$ cat src/rtl/freq_gen_pkg.sv
// Shared globals for the square-wave generator and its measurement counterpart:
// logic-level constants, default widths and the generator FSM state encoding.
package freq_gen_pkg;

  // Output levels of the generated waveform
  localparam logic HIGH = 1'b1;
  localparam logic LOW  = 1'b0;

  // Default widths of the generator (transmit side)
  localparam int FREQ_GEN_PER_NBIT = 32;
  localparam int FREQ_GEN_CNT_NBIT = 16;

  // Default widths of the frequency-measurement block (receive side)
  localparam int FREQ_MEAS_PER_NBIT = 32;
  localparam int FREQ_MEAS_CNT_NBIT = 16;

  // Generator FSM state encoding
  typedef enum logic [1:0] {
    FG_IDLE = 2'd0,
    FG_HI   = 2'd1,
    FG_LO   = 2'd2,
    FG_FIN  = 2'd3
  } fg_state_e;

endpackage : freq_gen_pkg

$ cat src/rtl/freq_gen_phase_cnt.sv
// Loadable down-counter that times one phase (high or low) of the waveform.
// It counts from the loaded value down to zero and then parks at zero; the
// zero flag tells the FSM the current phase has reached its final cycle.
module freq_gen_phase_cnt #(
  parameter int W = 32
) (
  input  logic         clk,
  input  logic         rst,
  input  logic         load_i,
  input  logic [W-1:0] load_val_i,
  input  logic         en_i,
  output logic         zero_o
);

  localparam logic [W-1:0] ONE = {{(W-1){1'b0}}, 1'b1};

  logic [W-1:0] cnt_q;
  logic [W-1:0] cnt_d;

  // Next count: a load wins, otherwise decrement while enabled, never wrap
  always_comb begin
    cnt_d = cnt_q;
    if (load_i) begin
      cnt_d = load_val_i;
    end else if (en_i && (cnt_q != '0)) begin
      cnt_d = cnt_q - ONE;
    end
  end

  // Count register with synchronous reset
  always_ff @(posedge clk) begin
    if (rst) begin
      cnt_q <= '0;
    end else begin
      cnt_q <= cnt_d;
    end
  end

  assign zero_o = (cnt_q == '0);

endmodule : freq_gen_phase_cnt

$ cat src/rtl/freq_gen_m.sv
// Square-wave generator: emits a programmed number of periods with programmed
// high/low phase lengths on one IO, then flags done until the next start.
// Optional feature macro FREQ_GEN_DUTY_EN: when defined, separate i_high and
// i_low phase lengths replace the single i_half (50% duty) input.
module freq_gen_m
  import freq_gen_pkg::*;
#(
  parameter int PER_NBIT = FREQ_GEN_PER_NBIT,
  parameter int CNT_NBIT = FREQ_GEN_CNT_NBIT
) (
  input  logic                clk,
  input  logic                rst,
  input  logic                start,
  input  logic [CNT_NBIT-1:0] i_cnt,
`ifdef FREQ_GEN_DUTY_EN
  input  logic [PER_NBIT-1:0] i_high,
  input  logic [PER_NBIT-1:0] i_low,
`else
  input  logic [PER_NBIT-1:0] i_half,
`endif
  output logic                o_io,
  output logic                busy,
  output logic                done,
  output logic [CNT_NBIT-1:0] o_sent
);

  localparam logic [PER_NBIT-1:0] PER_ONE = {{(PER_NBIT-1){1'b0}}, 1'b1};
  localparam logic [CNT_NBIT:0]   CNT_ONE = {{CNT_NBIT{1'b0}}, 1'b1};

  // Phase length minus one, with a zero length treated as one cycle
  function automatic logic [PER_NBIT-1:0] phase_m1(input logic [PER_NBIT-1:0] len);
    return (len == '0) ? '0 : (len - PER_ONE);
  endfunction

  // Phase lengths presented at the inputs (latched only on start)
  logic [PER_NBIT-1:0] hi_len_in;
  logic [PER_NBIT-1:0] lo_len_in;
`ifdef FREQ_GEN_DUTY_EN
  assign hi_len_in = i_high;
  assign lo_len_in = i_low;
`else
  assign hi_len_in = i_half;
  assign lo_len_in = i_half;
`endif

  // FSM state, latched configuration and registered outputs
  fg_state_e           state_q;
  logic [CNT_NBIT-1:0] cnt_q;
  logic [PER_NBIT-1:0] hi_m1_q;
  logic [PER_NBIT-1:0] lo_m1_q;
  logic                io_q;
  logic                busy_q;
  logic                done_q;
  logic [CNT_NBIT-1:0] sent_q;

  // Phase counter interface
  logic                pc_load;
  logic [PER_NBIT-1:0] pc_val;
  logic                pc_en;
  logic                pc_zero;

  // One extra bit so that an all-ones period count cannot overflow the compare
  logic [CNT_NBIT:0]   sent_inc;
  logic                more_periods;

  assign sent_inc     = {1'b0, sent_q} + CNT_ONE;
  assign more_periods = (sent_inc < {1'b0, cnt_q});
  assign pc_en        = (state_q == FG_HI) || (state_q == FG_LO);

  // Reload the phase counter on start and at every phase change that continues the run
  always_comb begin
    pc_load = 1'b0;
    pc_val  = '0;
    if (start) begin
      pc_load = 1'b1;
      pc_val  = phase_m1(hi_len_in);
    end else if ((state_q == FG_HI) && pc_zero) begin
      pc_load = 1'b1;
      pc_val  = lo_m1_q;
    end else if ((state_q == FG_LO) && pc_zero && more_periods) begin
      pc_load = 1'b1;
      pc_val  = hi_m1_q;
    end
  end

  freq_gen_phase_cnt #(
    .W (PER_NBIT)
  ) u_phase_cnt (
    .clk        (clk),
    .rst        (rst),
    .load_i     (pc_load),
    .load_val_i (pc_val),
    .en_i       (pc_en),
    .zero_o     (pc_zero)
  );

  // Generator FSM: start (re)loads config from any state, reset aborts everything
  always_ff @(posedge clk) begin
    if (rst) begin
      state_q <= FG_IDLE;
      cnt_q   <= '0;
      hi_m1_q <= '0;
      lo_m1_q <= '0;
      io_q    <= LOW;
      busy_q  <= 1'b0;
      done_q  <= 1'b0;
      sent_q  <= '0;
    end else if (start) begin
      cnt_q   <= i_cnt;
      hi_m1_q <= phase_m1(hi_len_in);
      lo_m1_q <= phase_m1(lo_len_in);
      sent_q  <= '0;
      done_q  <= 1'b0;
      if (i_cnt == '0) begin
        // Nothing to emit: pass through FIN so done rises one cycle later
        state_q <= FG_FIN;
        io_q    <= LOW;
        busy_q  <= 1'b0;
      end else begin
        state_q <= FG_HI;
        io_q    <= HIGH;
        busy_q  <= 1'b1;
      end
    end else begin
      case (state_q)
        FG_HI: begin
          if (pc_zero) begin
            state_q <= FG_LO;
            io_q    <= LOW;
          end
        end
        FG_LO: begin
          if (pc_zero) begin
            sent_q <= sent_inc[CNT_NBIT-1:0];
            if (more_periods) begin
              state_q <= FG_HI;
              io_q    <= HIGH;
            end else begin
              state_q <= FG_FIN;
              busy_q  <= 1'b0;
              done_q  <= 1'b1;
            end
          end
        end
        FG_FIN: begin
          state_q <= FG_IDLE;
          done_q  <= 1'b1;
        end
        default: begin
          state_q <= FG_IDLE;
        end
      endcase
    end
  end

  assign o_io   = io_q;
  assign busy   = busy_q;
  assign done   = done_q;
  assign o_sent = sent_q;

endmodule : freq_gen_m

$ cat config.mk
export PLATFORM = sky130hd
export DESIGN_NAME = freq_gen_m
export DESIGN_NICKNAME = d
export VERILOG_FILES = /design/src/rtl/freq_gen_pkg.sv /design/src/rtl/freq_gen_phase_cnt.sv /design/src/rtl/freq_gen_m.sv
export SDC_FILE = /design/constraint.sdc
export NUM_CORES = 1
export LEC_CHECK = 0
export ABC_CLOCK_PERIOD_IN_PS = 5430
export CORE_ASPECT_RATIO = 0.6
export CORE_UTILIZATION = 57
export DETAILED_ROUTE_END_ITERATION = 12
export PLACE_DENSITY = 0.81
export RECOVER_POWER = 100
export SLEW_MARGIN = 10
export SYNTH_ARGS = -nofsm -noshare
export SYNTH_HDL_FRONTEND = slang
export SYNTH_HIERARCHICAL = 1
export SYNTH_SLANG_ARGS = --single-unit
$ cat constraint.sdc
create_clock -name clk -period 5.43 [get_ports clk]
set_clock_uncertainty 0.1 [all_clocks]
set_input_delay 1.086 -clock clk [delete_from_list [all_inputs] [get_ports clk]]
set_output_delay 1.086 -clock clk [all_outputs]
set_load 0.02 [all_outputs]
### Word-level counts from Yosys, hierarchy flattened

Cells that the tools add are included.

| word-level totals | value |
|---|---|
| register bits after elaboration | 101 |
| latch bits | 0 |
| bits in writable memories | 0 |
| bits in read-only memories | 0 |
| input bits | 51 |
| output and inout bits | 19 |
| word-level logic and storage cells | 69 |
| memories | 0 |

| cells by class | value |
|---|---|
| add/sub/neg operators | 3 |
| $mul | 0 |
| divide/modulo/power cells | 0 |
| magnitude comparators | 1 |
| equal/unequal tests | 9 |
| shifts and indexed selects | 0 |
| mux-type cells | 28 |
| bitwise operators | 0 |
| reduce and logical (&&, ||, !) cells | 20 |

Operators by type and width:

| operator | count |
|---|---|
| $mux W32 | 6 |
| $logic_not A32 Y1 | 2 |
| $sub A32 B1 Y32 const B | 2 |
| $reduce_bool A32 Y1 | 1 |
| $add A16 B1 Y17 const B | 1 |
| $lt A17 B16 Y1 | 1 |
| $logic_not A16 Y1 | 1 |
| $mux W1 | 14 |
| $mux W2 | 5 |
| $ne A3 B3 Y1 const B | 3 |
| $reduce_bool A2 Y1 | 4 |
| $ne A2 B2 Y1 const B | 3 |
| $reduce_and A3 Y1 | 2 |
| $eq A2 B2 Y1 const B | 2 |
| $logic_and A1 B1 Y1 | 4 |
| $pmux W1 S2 | 2 |
| $pmux W2 S2 | 1 |
| $reduce_and A2 Y1 | 2 |
| $reduce_and A4 Y1 | 1 |
| $reduce_bool A3 Y1 | 1 |
| $eq A2 B1 Y1 const B | 1 |
| $reduce_or A2 Y1 | 1 |
| $logic_or A1 B1 Y1 | 1 |

### Logic depth before layout (Yosys ltp)

| logic depth | value |
|---|---|
| depth after elaboration | 7 |
| depth in mapped cells | 18 |
| gate-level depth less buffers | 15 |

### Cells and area by module

The synthesis kept the hierarchy.

Modules (own cells, without submodules):

| module | times used | cells an instance | area each (µm²) | seq. area each (µm²) |
|---|---|---|---|---|
| freq_gen_m | 1 | 539 | 4225.3 | 1381.3 |
| freq_gen_phase_cnt | 1 | 246 | 2064.5 | 640.6 |

### Worst setup path before layout

No wires, ideal clock.

| timing | value |
|---|---|
| path type | flip-flop to flip-flop |
| start | reg sent_q[2], in the netlist o_sent[2] |
| end | reg u_phase_cnt.cnt_q[11] |
| library setup time | 0.088 ns |
| data arrival time | 4.170 ns |
| data required time | 5.242 ns |
| setup slack | 1.072 ns |
| cell stages (with the launch flop) | 17 |
| path buffers | 4 |
| period minus slack after synthesis | 4.358 ns |
| path through | dfxtp_1 > nand3_1 > nor3_1 > nand2_1 > xnor2_1 > ha_1 > nand4_1 > a2111o_1 > a32oi_1 > clkbuf_1 > nand2_1 > clkbuf_1 > inv_1 > clkbuf_1 > clkbuf_1 > nor2_1 > a311oi_2 |

| between the ends | value |
|---|---|
| word-level cells in the longest chain between the ends | 7 |
| elaborated cells on any way between the ends | 11 |
| classes of those cells | add/sub (1); order compare (1); mux (7); reduce/logical (2) |

RTL lines:

| item | RTL line | source |
|---|---|---|
| from (decl) | freq_gen_m.sv:54 | `logic [CNT_NBIT-1:0] sent_q;` |
| from (signal assigned) | freq_gen_m.sv:134 | `sent_q <= sent_inc[CNT_NBIT-1:0];` |
| $add A16 B1 Y17 (*) | freq_gen_m.sv:66 | `assign sent_inc = {1'b0, sent_q} + CNT_ONE;` |
| named net sent_inc[11] | freq_gen_m.sv:63 | `logic [CNT_NBIT:0] sent_inc;` |
| $lt A17 B16 Y1 (*) | freq_gen_m.sv:67 | `assign more_periods = (sent_inc < {1'b0, cnt_q});` |
| $logic_and A1 B1 Y1 (*) | freq_gen_m.sv:80 | `end else if ((state_q == FG_LO) && pc_zero && more_periods) begin` |
| $mux W1 (*) | freq_gen_m.sv:80 |  |
| $mux W1 (*) | freq_gen_m.sv:77 | `end else if ((state_q == FG_HI) && pc_zero) begin` |
| $mux W1 (*) | freq_gen_m.sv:74 | `if (start) begin` |
| named net pc_load | freq_gen_m.sv:57 | `logic pc_load;` |
| $mux W32 or $reduce_bool A2 Y1 (tied branches) | -- |  |
| to (signal assigned) | freq_gen_phase_cnt.sv:35 | `cnt_q <= cnt_d;` |
| to (decl) | freq_gen_phase_cnt.sv:17 | `logic [W-1:0] cnt_q;` |

The timed path passes the listed nets; every way through them passes the cells marked *.
A chain may end at the register's enable or synchronous reset.

### Final worst setup path

| timing | value |
|---|---|
| start | reg sent_q[0], in the netlist o_sent[0] |
| end | reg u_phase_cnt.cnt_q[2] |

Same word-level chain as after synthesis.

==> metrics.md <==
| Metric | Value |
|---|---|
| Status | complete, no violations |
| # nets final | 898 |
| Mapped Area | 6290 sq um |
| Final Hold Viols | 0 |
| Clock Sinks | approximately 100 |
| GRT Total Usage | 0.3148 |
| Critical path buffer and inverter count | 2 |
| CTS tree | done |
| Worst path max stage delay | 690 ps |
| Leak | 2.639 nW |
| I/O pin count | 70 |
| Chip width | ~140 um |
| Final worst path period share | 0.8869 |
| CTS root buf | clkbuf_16 |
| Iter 0 DRT Violations | slightly above 800 |
| Worst slew margin | 0.3016 |
| CP Cell Sequence | ha_1 -> nand4_1 -> nor3_1 -> nand3_1 -> xnor2_1 -> ha_1 -> nand3_1 -> a2111o_1 -> a32oi_1 -> nand2_1 -> inv_1 -> clkbuf_2 -> nor2_1 -> a311oi_1 |
| Vias in the first global route | ~5,400 |
| Syn_nets | 857 |
| Worst flop-to-flop path startpoint | o_sent[0] |
| Initial Utilization | 0.5916 |
| Via/cell ratio | around 6.5 |
| Setup CP Type | flop to flop |
| Final worst slack | 614.0 ps |
| Hold_buf cts | 0 |
| Die height | between 80 and 90 um |
| Max-slew violations | 0 |
| Hold path depth | 2 |
| CP max stage cell | clkbuf_2 |
| DRC viols | 0 |
| Critical-path maximum fanout | 43 |
| Area Overhead vs Synth | 16.05% |
| FF-to-FF setup slack | 610 ps |
| IO buf count | 69 |
| Min-Delay Endpoint | lo_m1_q[0] |
| CP arrival | 4970 ps |
| Post-place setup slack | 959.0 ps |
| Leading cell type in the layout, fill and taps excluded | dfxtp_1 |
| Antenna violations before repair | 0 |
| Setup TNS | 0 ps |
| Ys Warns | 6 |
| Syn Area/Cell | 8.012 sq um |
| Insertion delay to the later sink of the worst-skew pair | 350 ps |
| Top delay family on crit path | simple AND/OR/NAND/NOR gates |
| Commonest non-fill, non-tap cells in the layout | dfxtp_1, nor2_1, nand2_1 |
| Die area | 11,470 sq um |
| Startpoint Class | flop |
| Worst r2r dst | u_phase_cnt/cnt_q[2] |
| Largest net degree at the start of global routing | 59 |
| H-Tree Depth | 3 |
| Worst Tran Pin Value | 1034 ps |
| Post-route minimum period | 4816 ps |
| Post-CTS setup buffers | 0 |
| Clock slew at reported path FFs | 70 ps |
| Worst Setup End Kind | flop |
| Fill cell count | ~830 |
| Pwr/cell area | ~250 nW/um^2 |
| Num CTS Buffers | 9 |
| Dpl hpwl | around 13,000 um |
| WL final | about 18,000 um |
| # rows | 29 |
| Async SR Flop Fraction | 0 |
| Final setup vio count | 0 |
| Worst hold path class | flop to flop |
| Global placer's final weighted congestion | 0.9643 |
| Yosys reg bits | 101 |
| # diodes | 0 |
| CORE AREA | 10,630 sq um |
| Average wire per standard cell | 18.26 um |
| Clock Tree Buf Depth | 2 |
| Global-route wire length before repair | 28,050 um |
| Min-delay src | lo_m1_q[0] |
| Mapped Cells | just under 800 |
| Maximum capacitance violations | 0 |
| WP data required | ~5600 ps |
| VDD IR max | about 0.18 mV |
| Post-synthesis cell type count | 71 |
| Vias | 6,345 |
| Ys flop type | dfxtp_1 |
| Number of flops mapped to enable cells by yosys | 0 |
| Layout cells sized above 1 | 0.05897 |
| Drt pass-1 iters | 5 |
| Cell count of the worst reg-to-reg path | 14 |
| Routed Antenna Nets | 0 |
| CTS resizes | 0 |
| Fmax | ~210 MHz |
| GRT Residual Overflow | 0 |
| Seq/Total Area, Yosys | 0.3215 |
| RSZ-0062 raised after global routing | false |
## cells by family after synthesis
| group | count (synthesis) | share of synthesized area |
|---|---|---|
| flip-flops | 101 | 0.3215 |
| buffers and inverters | 82 | 0.05649 |
| AND/OR/NAND/NOR | 316 | 0.2652 |
| multiplexers | 20 | 0.03223 |
| adder cells (fa/ha/maj) | 21 | 0.04177 |
| AO/OA/AOI/OAI | 197 | 0.2160 |
| XOR/XNOR | 48 | 0.06684 |
## registers in the layout, indices dropped and copies added, names as in the netlist
signal / cells
o_sent: 16
done: 1
u_phase_cnt/cnt_q: 32
o_io: 1
lo_m1_q: 32
state_q: 2
busy: 1
cnt_q: 16
## power by group
part           switching (W)  internal, W  leakage, nW
combinational       0.000194     0.000128         1.65
clock               0.000302     0.000421        0.160
sequential         0.0000294     0.000780        0.831
total               0.000526      0.00133         2.64
## area by class of cell
type	count	area, sq um	share of cell area
sequential	101	2022	0.2770
tap	139	173.9	0.02383
clock inverter	6	93.84	0.01286
multi-input combinational	602	3896	0.5338
timing repair buffer	78	747.0	0.1023
clock buffer	10	239.0	0.03274
inverter	34	127.6	0.01748
## metrics by stage
stage	instance area, sq um	std cells	hold WS, ps	utilization	total power [W]
2_1_floorplan	6290	785	347.1	-	0.001027
3_3_place_gp	6989	954	352.7	0.6574	0.001128
3_5_place_dp	6989	954	358.5	0.6574	0.001138
4_1_cts	7322	970	369.9	0.6887	0.001855
5_1_grt	7300	970	381.8	0.6866	0.001921
6_report	7300	970	369.3	0.6866	0.001854
## per-layer routing
| metal | share of wire | GRT usage | vias up | wire length (um) |
|---|---|---|---|---|
| li1 | - | - | 2967 | - |
| met1 | 0.48 | 0.5034 | 2973 | 8577 |
| met2 | 0.39 | 0.4157 | 375 | 6986 |
| met3 | 0.11 | 0.06899 | 30 | 1936 |
| met4 | 0.012 | 0.06893 | 0 | 210 |
| met5 | 0 | 0 | - | 0 |
## worst register-to-register path, stage by stage (launching register included)
cell,delay [ps]
dfxtp_1,420
ha_1,270
nand4_1,260
nor3_1,580
nand3_1,170
xnor2_1,170
ha_1,300
nand3_1,180
a2111o_1,400
a32oi_1,330
nand2_1,130
inv_1,190
clkbuf_2,690
nor2_1,210
a311oi_1,320
## worst max-delay path by stage
stage,end,from,cells past startpoint,slack [ps]
detailed placement,u_phase_cnt/cnt_q[1],i_half[7],8,960
global placement,u_phase_cnt/cnt_q[1],i_half[7],8,1130
finish,u_phase_cnt/cnt_q[2],o_sent[0],14,610
CTS,u_phase_cnt/cnt_q[7],o_sent[0],14,1050
floorplan,u_phase_cnt/cnt_q[11],o_sent[2],16,1070
global route,u_phase_cnt/cnt_q[7],u_phase_cnt/cnt_q[14],12,350
## cell usage after synthesis (12+ instances only)
library cell	n	area share
dfxtp_1	101	0.32
nor2_1	77	0.046
nand2_1	73	0.044
o21ai_0	45	0.036
a21oi_1	44	0.035
clkbuf_1	37	0.022
inv_1	34	0.020
nor3_1	27	0.021
xnor2_1	27	0.038
nor4_1	23	0.023
ha_1	21	0.042
xor2_1	21	0.029
nand3_1	19	0.015
mux2i_1	18	0.029
or3_1	17	0.017
a211oi_1	15	0.018
or4_1	15	0.018
nand4_1	13	0.013
o31a_1	12	0.017
Note: power is estimated with default switching activity, not from simulation.
